[src/rtl/bcd_addsub_serial_if.sv]
// ---------------------------------------------------------------------------
// bcd_addsub_serial_if
//   Request/response bundle for the digit-serial BCD adder/subtractor.
//
//   Handshake: the requester raises start together with sub/a/b/cin.  The
//   request is accepted on the first rising edge at which the unit is idle
//   (busy=0).  A start seen while busy=1 is dropped, not queued.  Completion
//   is a single-cycle done pulse, and res/cout/err are valid in that cycle.
//   res/cout/err then hold until the next completion.
//
//   Signals
//     start  master->slave  request strobe
//     sub    master->slave  0 = add, 1 = subtract
//     a, b   master->slave  packed BCD operands, digit 0 in [3:0]
//     cin    master->slave  carry-in (add) or borrow-in (sub)
//     busy   slave->master  operation in flight
//     done   slave->master  one-cycle completion pulse
//     res    slave->master  packed BCD result
//     cout   slave->master  carry-out (add) or borrow-out (sub)
//     err    slave->master  an operand digit was outside 0..9
// ---------------------------------------------------------------------------
interface bcd_addsub_serial_if #(
    parameter int DIGITS = 4
);
    localparam int W = 4 * DIGITS;

    logic         start;
    logic         sub;
    logic [W-1:0] a;
    logic [W-1:0] b;
    logic         cin;
    logic         busy;
    logic         done;
    logic [W-1:0] res;
    logic         cout;
    logic         err;

    modport master (
        output start, sub, a, b, cin,
        input  busy, done, res, cout, err
    );

    modport slave (
        input  start, sub, a, b, cin,
        output busy, done, res, cout, err
    );
endinterface

[src/rtl/bcd_addsub_serial.sv]
// ---------------------------------------------------------------------------
// bcd_addsub_serial
//   Digit-serial packed-BCD adder/subtractor.  One decimal digit is processed
//   per clock, least significant first, so an operation takes DIGITS cycles
//   from the accepting edge to the done pulse.  Subtraction is done in ten's
//   complement: each B digit is replaced by its nine's complement and the
//   initial carry is the inverted borrow-in.
//
//   Ports
//     clk          rising-edge clock
//     rst          synchronous, active-high reset (wins over start)
//     bus          bcd_addsub_serial_if.slave request/response bundle
//     dbg_state_o  current FSM state (0 = IDLE, 1 = RUN)
// ---------------------------------------------------------------------------
module bcd_addsub_serial #(
    parameter int DIGITS = 4
) (
    input  logic                      clk,
    input  logic                      rst,
    bcd_addsub_serial_if.slave        bus,
    output logic                      dbg_state_o
);
    localparam int W  = 4 * DIGITS;
    localparam int IW = (DIGITS > 1) ? $clog2(DIGITS) : 1;
    localparam logic [IW-1:0] LAST = IW'(DIGITS - 1);

    typedef enum logic {
        IDLE = 1'b0,
        RUN  = 1'b1
    } state_t;

    state_t        state_q, state_d;
    logic [IW-1:0] idx_q,   idx_d;
    logic          carry_q, carry_d;
    logic          sub_q,   sub_d;
    logic [W-1:0]  a_q,     a_d;
    logic [W-1:0]  b_q,     b_d;
    logic [W-1:0]  work_q,  work_d;
    logic [W-1:0]  res_q,   res_d;
    logic          cout_q,  cout_d;
    logic          err_q,   err_d;
    logic          done_q,  done_d;

    // Current-digit datapath
    logic [3:0]    a_dig;
    logic [3:0]    b_dig;
    logic [3:0]    bd;
    logic [4:0]    dig_sum;
    logic [3:0]    dig_out;
    logic          dig_carry;
    logic          any_bad;
    logic [W-1:0]  work_upd;

    // -----------------------------------------------------------------------
    // Digit slice: select digit idx_q of both latched operands and form one
    // decimal digit of the sum.  The carry into this digit is always the
    // registered carry of the previous digit, so there is no ripple path.
    // -----------------------------------------------------------------------
    always_comb begin : digit_path
        a_dig    = '0;
        b_dig    = '0;
        work_upd = work_q;
        any_bad  = 1'b0;

        for (int i = 0; i < DIGITS; i++) begin
            if (idx_q == IW'(i)) begin
                a_dig = a_q[4*i +: 4];
                b_dig = b_q[4*i +: 4];
            end
        end

        // Nine's complement of B for subtraction.  An invalid B digit wraps
        // here, but err suppresses the result in that case anyway.
        bd      = sub_q ? (4'd9 - b_dig) : b_dig;
        dig_sum = {1'b0, a_dig} + {1'b0, bd} + {4'd0, carry_q};

        if (dig_sum > 5'd9) begin
            dig_out   = 4'(dig_sum - 5'd10);
            dig_carry = 1'b1;
        end else begin
            dig_out   = dig_sum[3:0];
            dig_carry = 1'b0;
        end

        for (int i = 0; i < DIGITS; i++) begin
            if (idx_q == IW'(i)) begin
                work_upd[4*i +: 4] = dig_out;
            end
            if ((a_q[4*i +: 4] > 4'd9) || (b_q[4*i +: 4] > 4'd9)) begin
                any_bad = 1'b1;
            end
        end
    end

    // -----------------------------------------------------------------------
    // State and datapath registers
    // -----------------------------------------------------------------------
    always_ff @(posedge clk) begin : state_reg
        if (rst) begin
            state_q <= IDLE;
            idx_q   <= '0;
            carry_q <= 1'b0;
            sub_q   <= 1'b0;
            a_q     <= '0;
            b_q     <= '0;
            work_q  <= '0;
            res_q   <= '0;
            cout_q  <= 1'b0;
            err_q   <= 1'b0;
            done_q  <= 1'b0;
        end else begin
            state_q <= state_d;
            idx_q   <= idx_d;
            carry_q <= carry_d;
            sub_q   <= sub_d;
            a_q     <= a_d;
            b_q     <= b_d;
            work_q  <= work_d;
            res_q   <= res_d;
            cout_q  <= cout_d;
            err_q   <= err_d;
            done_q  <= done_d;
        end
    end

    // -----------------------------------------------------------------------
    // Next-state logic
    // -----------------------------------------------------------------------
    always_comb begin : next_state
        state_d = state_q;
        case (state_q)
            IDLE: begin
                if (bus.start) begin
                    state_d = RUN;
                end
            end
            RUN: begin
                if (idx_q == LAST) begin
                    state_d = IDLE;
                end
            end
            default: state_d = IDLE;
        endcase
    end

    // -----------------------------------------------------------------------
    // Datapath next values and completion outputs
    // -----------------------------------------------------------------------
    always_comb begin : output_logic
        idx_d   = idx_q;
        carry_d = carry_q;
        sub_d   = sub_q;
        a_d     = a_q;
        b_d     = b_q;
        work_d  = work_q;
        res_d   = res_q;
        cout_d  = cout_q;
        err_d   = err_q;
        done_d  = 1'b0;

        case (state_q)
            IDLE: begin
                if (bus.start) begin
                    a_d     = bus.a;
                    b_d     = bus.b;
                    sub_d   = bus.sub;
                    // Ten's complement: A - B - bin = A + (99..9 - B) + 1 - bin
                    carry_d = bus.sub ? ~bus.cin : bus.cin;
                    idx_d   = '0;
                    work_d  = '0;
                end
            end
            RUN: begin
                work_d  = work_upd;
                carry_d = dig_carry;
                if (idx_q == LAST) begin
                    idx_d  = '0;
                    done_d = 1'b1;
                    err_d  = any_bad;
                    if (any_bad) begin
                        res_d  = '0;
                        cout_d = 1'b0;
                    end else begin
                        res_d  = work_upd;
                        // A final carry in subtract mode means "no borrow".
                        cout_d = sub_q ? ~dig_carry : dig_carry;
                    end
                end else begin
                    idx_d = idx_q + 1'b1;
                end
            end
            default: ;
        endcase
    end

    assign bus.busy    = (state_q == RUN);
    assign bus.done    = done_q;
    assign bus.res     = res_q;
    assign bus.cout    = cout_q;
    assign bus.err     = err_q;
    assign dbg_state_o = state_q;

endmodule

[src/flat_wrapper.sv]
// flat-port wrapper written by rule: the top's interface ports become plain ports
module bcd_addsub_serial_flat 
#(
    parameter int DIGITS = 4
)
  (clk, rst, dbg_state_o, bus_start, bus_sub, bus_a, bus_b, bus_cin, bus_busy, bus_done, bus_res, bus_cout, bus_err);
  bcd_addsub_serial_if #(.DIGITS(DIGITS)) bus_i ();
  input  logic clk;
  input  logic rst;
  output logic dbg_state_o;
  input wire logic [$bits(bus_i.start)-1:0] bus_start;
  input wire logic [$bits(bus_i.sub)-1:0] bus_sub;
  input wire logic [$bits(bus_i.a)-1:0] bus_a;
  input wire logic [$bits(bus_i.b)-1:0] bus_b;
  input wire logic [$bits(bus_i.cin)-1:0] bus_cin;
  output wire logic [$bits(bus_i.busy)-1:0] bus_busy;
  output wire logic [$bits(bus_i.done)-1:0] bus_done;
  output wire logic [$bits(bus_i.res)-1:0] bus_res;
  output wire logic [$bits(bus_i.cout)-1:0] bus_cout;
  output wire logic [$bits(bus_i.err)-1:0] bus_err;
  assign bus_i.start = bus_start;
  assign bus_i.sub = bus_sub;
  assign bus_i.a = bus_a;
  assign bus_i.b = bus_b;
  assign bus_i.cin = bus_cin;
  assign bus_busy = bus_i.busy;
  assign bus_done = bus_i.done;
  assign bus_res = bus_i.res;
  assign bus_cout = bus_i.cout;
  assign bus_err = bus_i.err;
  bcd_addsub_serial #(.DIGITS(DIGITS)) u_core (.clk(clk), .rst(rst), .bus(bus_i), .dbg_state_o(dbg_state_o));
endmodule
[config.mk]
export PLATFORM = sky130hd
export DESIGN_NAME = bcd_addsub_serial_flat
export DESIGN_NICKNAME = d
export VERILOG_FILES = /design/src/rtl/bcd_addsub_serial_if.sv /design/src/rtl/bcd_addsub_serial.sv /design/src/flat_wrapper.sv
export SDC_FILE = /design/constraint.sdc
export NUM_CORES = 1
export LEC_CHECK = 0
export ABC_CLOCK_PERIOD_IN_PS = 5310
export CORE_ASPECT_RATIO = 0.6
export CORE_UTILIZATION = 52
export CTS_CLUSTER_DIAMETER = 150
export DETAILED_ROUTE_END_ITERATION = 8
export PLACE_DENSITY = 0.79
export SYNTH_ARGS = -nofsm -noshare
export SYNTH_HDL_FRONTEND = slang
export SYNTH_SLANG_ARGS = --single-unit
[constraint.sdc]
create_clock -name clk -period 5.31 [get_ports clk]
set_clock_uncertainty 0.2 [all_clocks]
set_input_delay 1.062 -clock clk [delete_from_list [all_inputs] [get_ports clk]]
set_output_delay 1.062 -clock clk [all_outputs]
set_load 0.005 [all_outputs]
Word level (Yosys, flattened, before mapping)
Cells that the tools add are included.
- input bits: 37
- bits in registers: 72
- order comparisons: 9
- reduce and logical (&&, ||, !) cells: 8
- muxes and demuxes: 34
- equality and inequality tests: 4
- add/sub/neg operators: 5
- bitwise operators: 3
- operators with widths (kind ; count):
    two-way mux 4 bit ; 14
    > comparator 4 bit (second input constant) ; 8
    two-way mux 16 bit ; 2
    case mux 16 bit (2 select lines) ; 1
    two-way mux 1 bit ; 12
    adder 4 x 4 -> 5 bit ; 1
    adder 5 x 1 -> 5 bit ; 1
    > comparator 5 x 4 -> 1 bit (second input constant) ; 1
    equality test 2 bit (second input constant) ; 2
    logical OR 1 bit ; 4
    two-way mux 2 bit ; 2
    case mux 1 bit (2 select lines) ; 2
    case mux 2 bit (2 select lines) ; 1
    AND reduction 2 bit ; 2
    subtractor 4 bit (first input constant) ; 1
    subtractor 4 bit (second input constant) ; 1
    NOT 1 bit ; 3
    adder 2 x 1 -> 2 bit (second input constant) ; 1
    equality test 2 x 1 -> 1 bit (second input constant) ; 1
    logical NOT 2 bit ; 1
    != test 2 bit (second input constant) ; 1
    OR reduction 2 bit ; 1

Logic depth before layout (Yosys ltp)
Gate-level depths: netlist of the first run.
- word-level depth: 14
- depth in mapped cells: 18

Worst setup path after synthesis of the first run
Ideal clock, no wire load.
- kind: reg-to-reg
- start: reg u_core.idx_q[0]
- end: reg u_core.res_q[1], in the netlist u_core.bus.res[1]
- buffers on the path: 2
- cell stages (with the launch flop): 17
- data arrival time: 3.411 ns
- path slack: 1.573 ns
- setup time: 0.126 ns
- path through: dfxtp_1 -> inv_1 -> ha_1 -> clkbuf_1 -> buf_1 -> a21oi_1 -> nor2_1 -> a21oi_1 -> fa_1 -> inv_1 -> fa_1 -> inv_1 -> ha_1 -> a22oi_2 -> or3_1 -> a41oi_1 -> o21ai_1
- longest elaborated chain between the ends: 13
- elaborated cells between the ends (all ways): 22
- classes of those cells: add/sub (4); order compare (1); eq/ne (3); mux (12); reduce/logical (2)
- RTL lines (what ; line ; source):
    from (decl) ; bcd_addsub_serial.sv:33 ; logic [IW-1:0] idx_q, idx_d;
    from (signal assigned) ; bcd_addsub_serial.sv:113 ; idx_q <= idx_d;
    logical NOT 2 bit ; bcd_addsub_serial.sv:66, bcd_addsub_serial.sv:86 ;
    two-way mux 4 bit (4 in a row) ; bcd_addsub_serial.sv:66 ; if (idx_q == IW'(i)) begin
    subtractor 4 bit ; bcd_addsub_serial.sv:74 ; bd = sub_q ? (4'd9 - b_dig) : b_dig;
    two-way mux 4 bit ; bcd_addsub_serial.sv:74 ;
    adder 4 x 4 -> 5 bit ; bcd_addsub_serial.sv:75 ; dig_sum = {1'b0, a_dig} + {1'b0, bd} + {4'd0, carry_q};
    adder 5 x 1 -> 5 bit ; bcd_addsub_serial.sv:75 ;
    subtractor 4 bit or > comparator 5 x 4 -> 1 bit (tied branches) ; bcd_addsub_serial.sv:78, bcd_addsub_serial.sv:77 ;
    two-way mux 4 bit ; bcd_addsub_serial.sv:77 ; if (dig_sum > 5'd9) begin
    two-way mux 4 bit ; bcd_addsub_serial.sv:86 ; if (idx_q == IW'(i)) begin
    two-way mux 16 bit ; bcd_addsub_serial.sv:180 ; if (any_bad) begin
    to (signal assigned) ; bcd_addsub_serial.sv:119 ; res_q <= res_d;
    to (decl) ; bcd_addsub_serial.sv:39 ; logic [W-1:0] res_q, res_d;
Several ways; a longest one is shown, not always the timed one.
A chain may end at the register's enable or synchronous reset.

Worst setup path in the final report of the first run
- start: reg u_core.idx_q[1]
- end: reg u_core.res_q[1], in the netlist u_core.bus.res[1]
Same word-level chain as after synthesis.

==> results of run 1 <==
critical path: stages, from the launching register on:
cell and delay, ns:
dfxtp_1 0.36, inv_1 0.08, ha_1 0.42, nand3b_1 0.27, a21oi_1 0.22, a21oi_1 0.06, o21ai_0 0.26, xnor2_1 0.19
fa_1 0.26, inv_1 0.07, fa_1 0.40, xnor2_1 0.32, ha_1 0.29, a22oi_2 0.13, or3_1 0.47, a41oi_1 0.34
o21ai_1 0.09
per-layer routing:
layer	up-vias	share of wire (%)	GRT usage, %
met5	-	0	0
met4	0	1.0	10.2
met3	12	9.6	7.45
met2	146	43	40.8
met1	1430	46	37.1
li1	1522	-	-
cells in the mapped netlist, drive strengths merged (4+ instances only):
cell type	count	area share [%]
a41oi	4	1.1
inv	21	2.4
o221ai	6	1.6
o21ai	29	4.6
o32ai	10	2.7
nand3	4	0.62
xnor2	4	1.1
nand3b	7	1.6
a21oi	62	9.6
dfxtp	69	43
nor2	12	1.4
a21o	4	0.93
clkbuf	26	3.0
nand2b	4	0.77
ha	9	3.5
nand2	116	13
final cells by class:
class | count | area [sq um]
Clock buffer | 10 | 128
Clock inverter | 6 | 111
Fill cell | 468 | 1710
Inverter | 21 | 78.8
Multi-Input combinational cell | 300 | 1680
Sequential cell | 69 | 1380
Tap cell | 80 | 100
Timing Repair Buffer | 60 | 593
report_power, final:
group | total (W) | switching [W] | internal [W]
clock network | 0.000513 | 0.000201 | 0.000312
logic | 0.000247 | 0.000146 | 0.000100
registers | 0.000552 | 0.0000147 | 0.000537
total | 0.00131 | 0.000362 | 0.000950
cell families after synthesis:
logic type      Yosys count
simple gates            155
buf+inv                  50
compound gates          126
xor+xnor                  5
fa+ha+maj                11
flops                    69
mux                       3
per-stage QoR:
step | setup slack [ns] | util [%] | hold WS, ns | power, W | std cells
2_1_floorplan | 1.57 | - | 0.236 | 0.000725 | 419
3_3_place_gp | 1.08 | 66.2 | 0.237 | 0.000795 | 530
3_5_place_dp | 0.830 | 66.2 | 0.246 | 0.000805 | 530
4_1_cts | 0.803 | 70.4 | 0.255 | 0.00131 | 546
5_1_grt | 0.498 | 70.4 | 0.280 | 0.00136 | 546
6_report | 0.754 | 70.4 | 0.256 | 0.00131 | 546
worst min-delay path by stage:
stage / from / to / slack, ns / depth (start not counted)
floorplan: u_core.a_q[0] / u_core.a_q[0] / 0.24 / 2
global placement: u_core.bus.res[4] / u_core.bus.res[4] / 0.24 / 2
detailed placement: u_core.bus.res[9] / u_core.bus.res[9] / 0.25 / 2
CTS: u_core.bus.res[9] / u_core.bus.res[9] / 0.26 / 2
global route: u_core.bus.res[1] / u_core.bus.res[1] / 0.28 / 2
finish: u_core.bus.res[5] / u_core.bus.res[5] / 0.26 / 2
cell usage in the layout, fill, tap and decap left out, types with 5 or more instances in the layout:
master           count
dfxtp_1             69
a21oi_1             62
nand3b_1             7
nor2_1              12
nand2_1            116
o221ai_1             6
o21ai_1              5
o21ai_0             23
inv_1               21
clkbuf_8             9
o32ai_1             10
ha_1                 9
clkdlybuf4s50_1     57
sequential cells by signal, indices dropped and copies added (netlist names):
signal and count:
u_core.bus.done 1, u_core.a_q 16, u_core.bus.cout 1, u_core.bus.res 16, u_core.carry_q 1, u_core.sub_q 1, u_core.bus.err 1, u_core.work_q 13
u_core.idx_q 2, u_core.b_q 16, u_core.bus.busy 1
==> flow_metrics.env, run 1 <==
export IMPL_final_design_area_no_fill_sq_um=4070
export IMPL_grt_start_max_net_pins=56
export IMPL_initial_core_util_pct=56.1
export IMPL_hpwl_um=5980
export IMPL_cts_tree="yes"
export IMPL_row_count=21
export IMPL_grt_first_pass_wirelength_um=13800
export IMPL_area_delta_synth_final_pct=25.3
export IMPL_yosys_area_share_simple_pct=20.2
export IMPL_muxShareOfSynthArea_pct=1.12
export IMPL_synth_compound_area_share_pct=24.1
export IMPL_cts_resized=0
export IMPL_ys_warn_count=0
export IMPL_synth_edf_count=0
export IMPL_cts_sinks=69
export IMPL_hold_buffers=0
export IMPL_startpoint_type="flop"
export IMPL_leakagePower_nw=1.47
export IMPL_crit_start="u_core.idx_q[1]"
export IMPL_end_kind="flop"
export IMPL_vias=3110
export IMPL_setup_viol=0
export IMPL_synthArstFlopShare_pct=0
export IMPL_path_class="reg2reg"
export IMPL_ys_seq_elements=69
export IMPL_pwr_density_cell_nw_per_um2=323
export IMPL_synthFlopType="dfxtp_1"
export IMPL_portBuffers=57
export IMPL_diodes=0
export IMPL_vias_per_cell=5.70
export IMPL_synth_seq_area_share_pct=42.6
export IMPL_syn_inst=419
export IMPL_drc=0
export IMPL_cap_violations=0
export IMPL_dieArea_sq_um=6570
export IMPL_avgSynthCellArea_sq_um=7.75
export IMPL_cp_endpoint="u_core.bus.res[1]"
export IMPL_rsz0062_at_grt="false"
export IMPL_htree_num_levels=3
export IMPL_slew_viol_final=0
export IMPL_root_buffer="clkbuf_8"
export IMPL_coreArea_sq_um=5780
export IMPL_antenna_found_initial=0
export IMPL_post_route_period_util_pct=85.8
export IMPL_arrival_ns=4.57
export IMPL_clkLatencyLatePin_ns=0.35
export IMPL_vdd_ir_drop_worst_uv=167
export IMPL_die_y_um=63.2
export IMPL_ys_types=43
export IMPL_avgRoutedWirePerCell_um=15.5
export IMPL_hold_viol=0
export IMPL_fin_nets=509
export IMPL_max_clock_freq_ghz=0.219
export IMPL_synthesis_nets=467
export IMPL_synth_xor_xnor_area_share_pct=1.35
export IMPL_reg2reg_from="u_core.idx_q[1]"
export IMPL_die_x_um=104
export IMPL_r2r_slack_ns=0.75
export IMPL_clkTransAtPathRegs_ns=0.07
export IMPL_synth_area_sq_um=3250
export IMPL_routed_wl_um=8490
export IMPL_synthAdderAreaFrac_pct=4.70
export IMPL_final_setup_tns_ns=0
export IMPL_grt_pass1_vias=2863
export IMPL_r2r_end="u_core.bus.res[1]"
export IMPL_reg2reg_depth=16
export IMPL_first_pass_iters=5
export IMPL_maxSlewHeadroom_pct=22.5
export IMPL_worstMarginPinSlew_ns=1.16
export IMPL_status="finished, final reports clean"
export IMPL_post_cts_buffers=0
export IMPL_grt_util_all_layers_pct=27.1
export IMPL_ant_nets=0
export IMPL_min_period_ns=4.56
export IMPL_post_dp_cell_area_sq_um=3830
export IMPL_synth_top_family_by_area="compound AO/OA/AOI/OAI gates"
export IMPL_cp_required_ns=5.33
export IMPL_pin_count=58
export IMPL_cts_made_buffers=9
export IMPL_hp_class="reg2reg"
export IMPL_drive_gt1_share_pct=5.79
export IMPL_worstPathMaxFanout=21
export IMPL_gp_congestion=0.917
export IMPL_drt_iter0_markers=265
export IMPL_clock_path_buffers=2
export IMPL_grt_ovfl_total=0
Note: power is estimated with default switching activity, not from simulation.
==> inputs of run 2 (changes only) <==
--- a/config.mk
+++ b/config.mk
@@ -7,10 +7,9 @@
 export LEC_CHECK = 0
 export ABC_CLOCK_PERIOD_IN_PS = 5310
 export CORE_ASPECT_RATIO = 0.6
-export CORE_UTILIZATION = 52
+export CORE_UTILIZATION = 30
 export CTS_CLUSTER_DIAMETER = 150
 export DETAILED_ROUTE_END_ITERATION = 8
-export PLACE_DENSITY = 0.79
 export SYNTH_ARGS = -nofsm -noshare
 export SYNTH_HDL_FRONTEND = slang
 export SYNTH_SLANG_ARGS = --single-unit
==> flow_metrics.env, run 2 (synthesis results as in run 1) <==
export IMPL_power_total_w=0.00143
export IMPL_gp_congestion=0.826
export IMPL_reg2reg_from="u_core.idx_q[0]"
export IMPL_cpPeakStageDelay_ns=0.64
export IMPL_cts_made_buffers=9
export IMPL_routed_wl_um=8760
export IMPL_mostFrequentLayoutCells="116 x nand2_1, 69 x dfxtp_1, 62 x a21oi_1"
export IMPL_post_route_period_util_pct=84.0
export IMPL_final_design_area_no_fill_sq_um=4190
export IMPL_portBuffers=57
export IMPL_arrival_ns=4.44
export IMPL_initial_core_util_pct=31.8
export IMPL_hold_buffers=0
export IMPL_fin_nets=507
export IMPL_cts_sinks=69
export IMPL_path_class="reg2reg"
export IMPL_grt_ovfl_total=0
export IMPL_r2r_slack_ns=0.85
export IMPL_post_cts_buffers=0
export IMPL_drc=0
export IMPL_grt_busiest_layer="met1"
export IMPL_clkLatencyLatePin_ns=0.33
export IMPL_gr_usage_met3_pct=5.01
export IMPL_final_setup_tns_ns=0
export IMPL_cts_tree="yes"
export IMPL_htree_num_levels=3
export IMPL_cp_slowest_cell="ha_1"
export IMPL_min_period_ns=4.46
export IMPL_r2r_end="u_core.work_q[13]"
export IMPL_min_path_cells=2
export IMPL_startpoint_type="flop"
export IMPL_worstPathCellList="inv_1 -> ha_1 -> inv_1 -> o211a_1 -> a21oi_1 -> ha_1 -> inv_1 -> mux2i_1 -> ha_1 -> xnor2_1 -> ha_1 -> a22oi_2 -> or3_1 -> nand3_1 -> o32ai_1"
export IMPL_grt_start_max_net_pins=56
export IMPL_crit_path_frequent_cell="ha_1"
export IMPL_grt_util_all_layers_pct=16.9
export IMPL_grt_pass1_vias=2863
export IMPL_grt_first_pass_wirelength_um=14200
export IMPL_antenna_found_initial=0
export IMPL_die_y_um=82.6
export IMPL_vdd_ir_drop_worst_uv=191
export IMPL_status="finished, final reports clean"
export IMPL_hold_end="u_core.bus.res[13]"
export IMPL_cp_required_ns=5.29
export IMPL_coreArea_sq_um=10200
export IMPL_post_dp_cell_area_sq_um=3880
export IMPL_use_met1_pct=24.2
export IMPL_ant_nets=0
export IMPL_maxSlewHeadroom_pct=17.3
export IMPL_hold_viol=0
export IMPL_cap_violations=0
export IMPL_vias_per_cell=5.12
export IMPL_cts_resized=0
export IMPL_end_kind="flop"
export IMPL_drive_gt1_share_pct=5.60
export IMPL_setup_viol=0
export IMPL_worstMarginPinSlew_ns=1.23
export IMPL_leakagePower_nw=1.50
export IMPL_met2_usage_pct=23.9
export IMPL_avgRoutedWirePerCell_um=14.6
export IMPL_clock_path_buffers=2
export IMPL_setup_ws_ns=0.852
export IMPL_area_delta_synth_final_pct=29.2
export IMPL_pwr_density_cell_nw_per_um2=340
export IMPL_pin_count=58
export IMPL_clkTransAtPathRegs_ns=0.06
export IMPL_pre_cts_slack_ns=0.870
export IMPL_slew_viol_final=0
export IMPL_diodes=0
export IMPL_dieArea_sq_um=11300
export IMPL_layout_cells_most_common="nand2_1"
export IMPL_row_count=28
export IMPL_worstPathMaxFanout=22
export IMPL_die_x_um=136
export IMPL_reg2reg_depth=15
export IMPL_root_buffer="clkbuf_16"
export IMPL_vias=3068
export IMPL_hp_class="reg2reg"
export IMPL_drt_iter0_markers=222
export IMPL_max_clock_freq_ghz=0.224
export IMPL_hpwl_um=6430
export IMPL_post_route_util_pct=41.1
export IMPL_rsz0062_at_grt="false"
export IMPL_first_pass_iters=5
export IMPL_min_from="u_core.bus.res[13]"
==> run 2: cell types whose count changed in the layout (fill, tap and decap cells not counted), sizes merged <==
| cell | delta |
|---|---|
| buf | -1 |
| clkdlybuf4s50 | -1 |
| bufinv | -1 |
| inv | +1 |
==> run 2: through the flow <==
| stage | instances | hold slack, ns |
|---|---|---|
| after floorplan | 419 | 0.236 |
| after global placement | 583 | 0.244 |
| after detailed placement | 583 | 0.247 |
| after CTS | 599 | 0.254 |
| after global routing | 599 | 0.279 |
| final | 599 | 0.249 |
==> run 2: worst max path at each step <==
stage	cells past startpoint	start	slack [ns]	endpoint
floorplan	16	u_core.idx_q[0]	1.57	u_core.bus.res[1]
global placement	16	u_core.idx_q[0]	1.05	u_core.bus.res[1]
detailed placement	15	u_core.idx_q[0]	0.87	u_core.bus.res[1]
CTS	16	u_core.idx_q[0]	0.84	u_core.work_q[9]
global route	16	u_core.idx_q[0]	0.45	u_core.bus.res[1]
finish	15	u_core.idx_q[0]	0.85	u_core.work_q[13]
==> run 2: area by class of cell <==
class | count | area [sq um]
timing repair buffer | 58 | 573
fill | 1037 | 6000
sequential | 69 | 1380
clock buffer | 10 | 229
multi-input combinational | 300 | 1680
inverter | 21 | 78.8
clock inverter | 6 | 86.3
tap | 135 | 169
==> run 2: report_power, final <==
group | switching, W | leakage, nW | internal (W) | total [W]
Combinational | 0.000140 | 0.786 | 0.0000989 | 0.000239
Clock | 0.000221 | 0.153 | 0.000411 | 0.000632
Sequential | 0.0000185 | 0.562 | 0.000538 | 0.000557
==> run 2: metal layers <==
layer / vias to the layer above / wire [um]
met1: 1433 / 4570
met4: 0 / 106
met3: 12 / 672
met5: - / 0
met2: 106 / 3420
li1: 1517 / -
==> run 2: critical path: cells and delay by family (launching register included) <==
kind	cells	cell delay (ns)
adder cells (fa/ha/maj)	4	1.56
AND/OR/NAND/NOR	2	0.70
multiplexers	1	0.07
AO/OA/AOI/OAI	4	0.72
flip-flops	1	0.33
XOR/XNOR	1	0.32
buffers and inverters	3	0.41
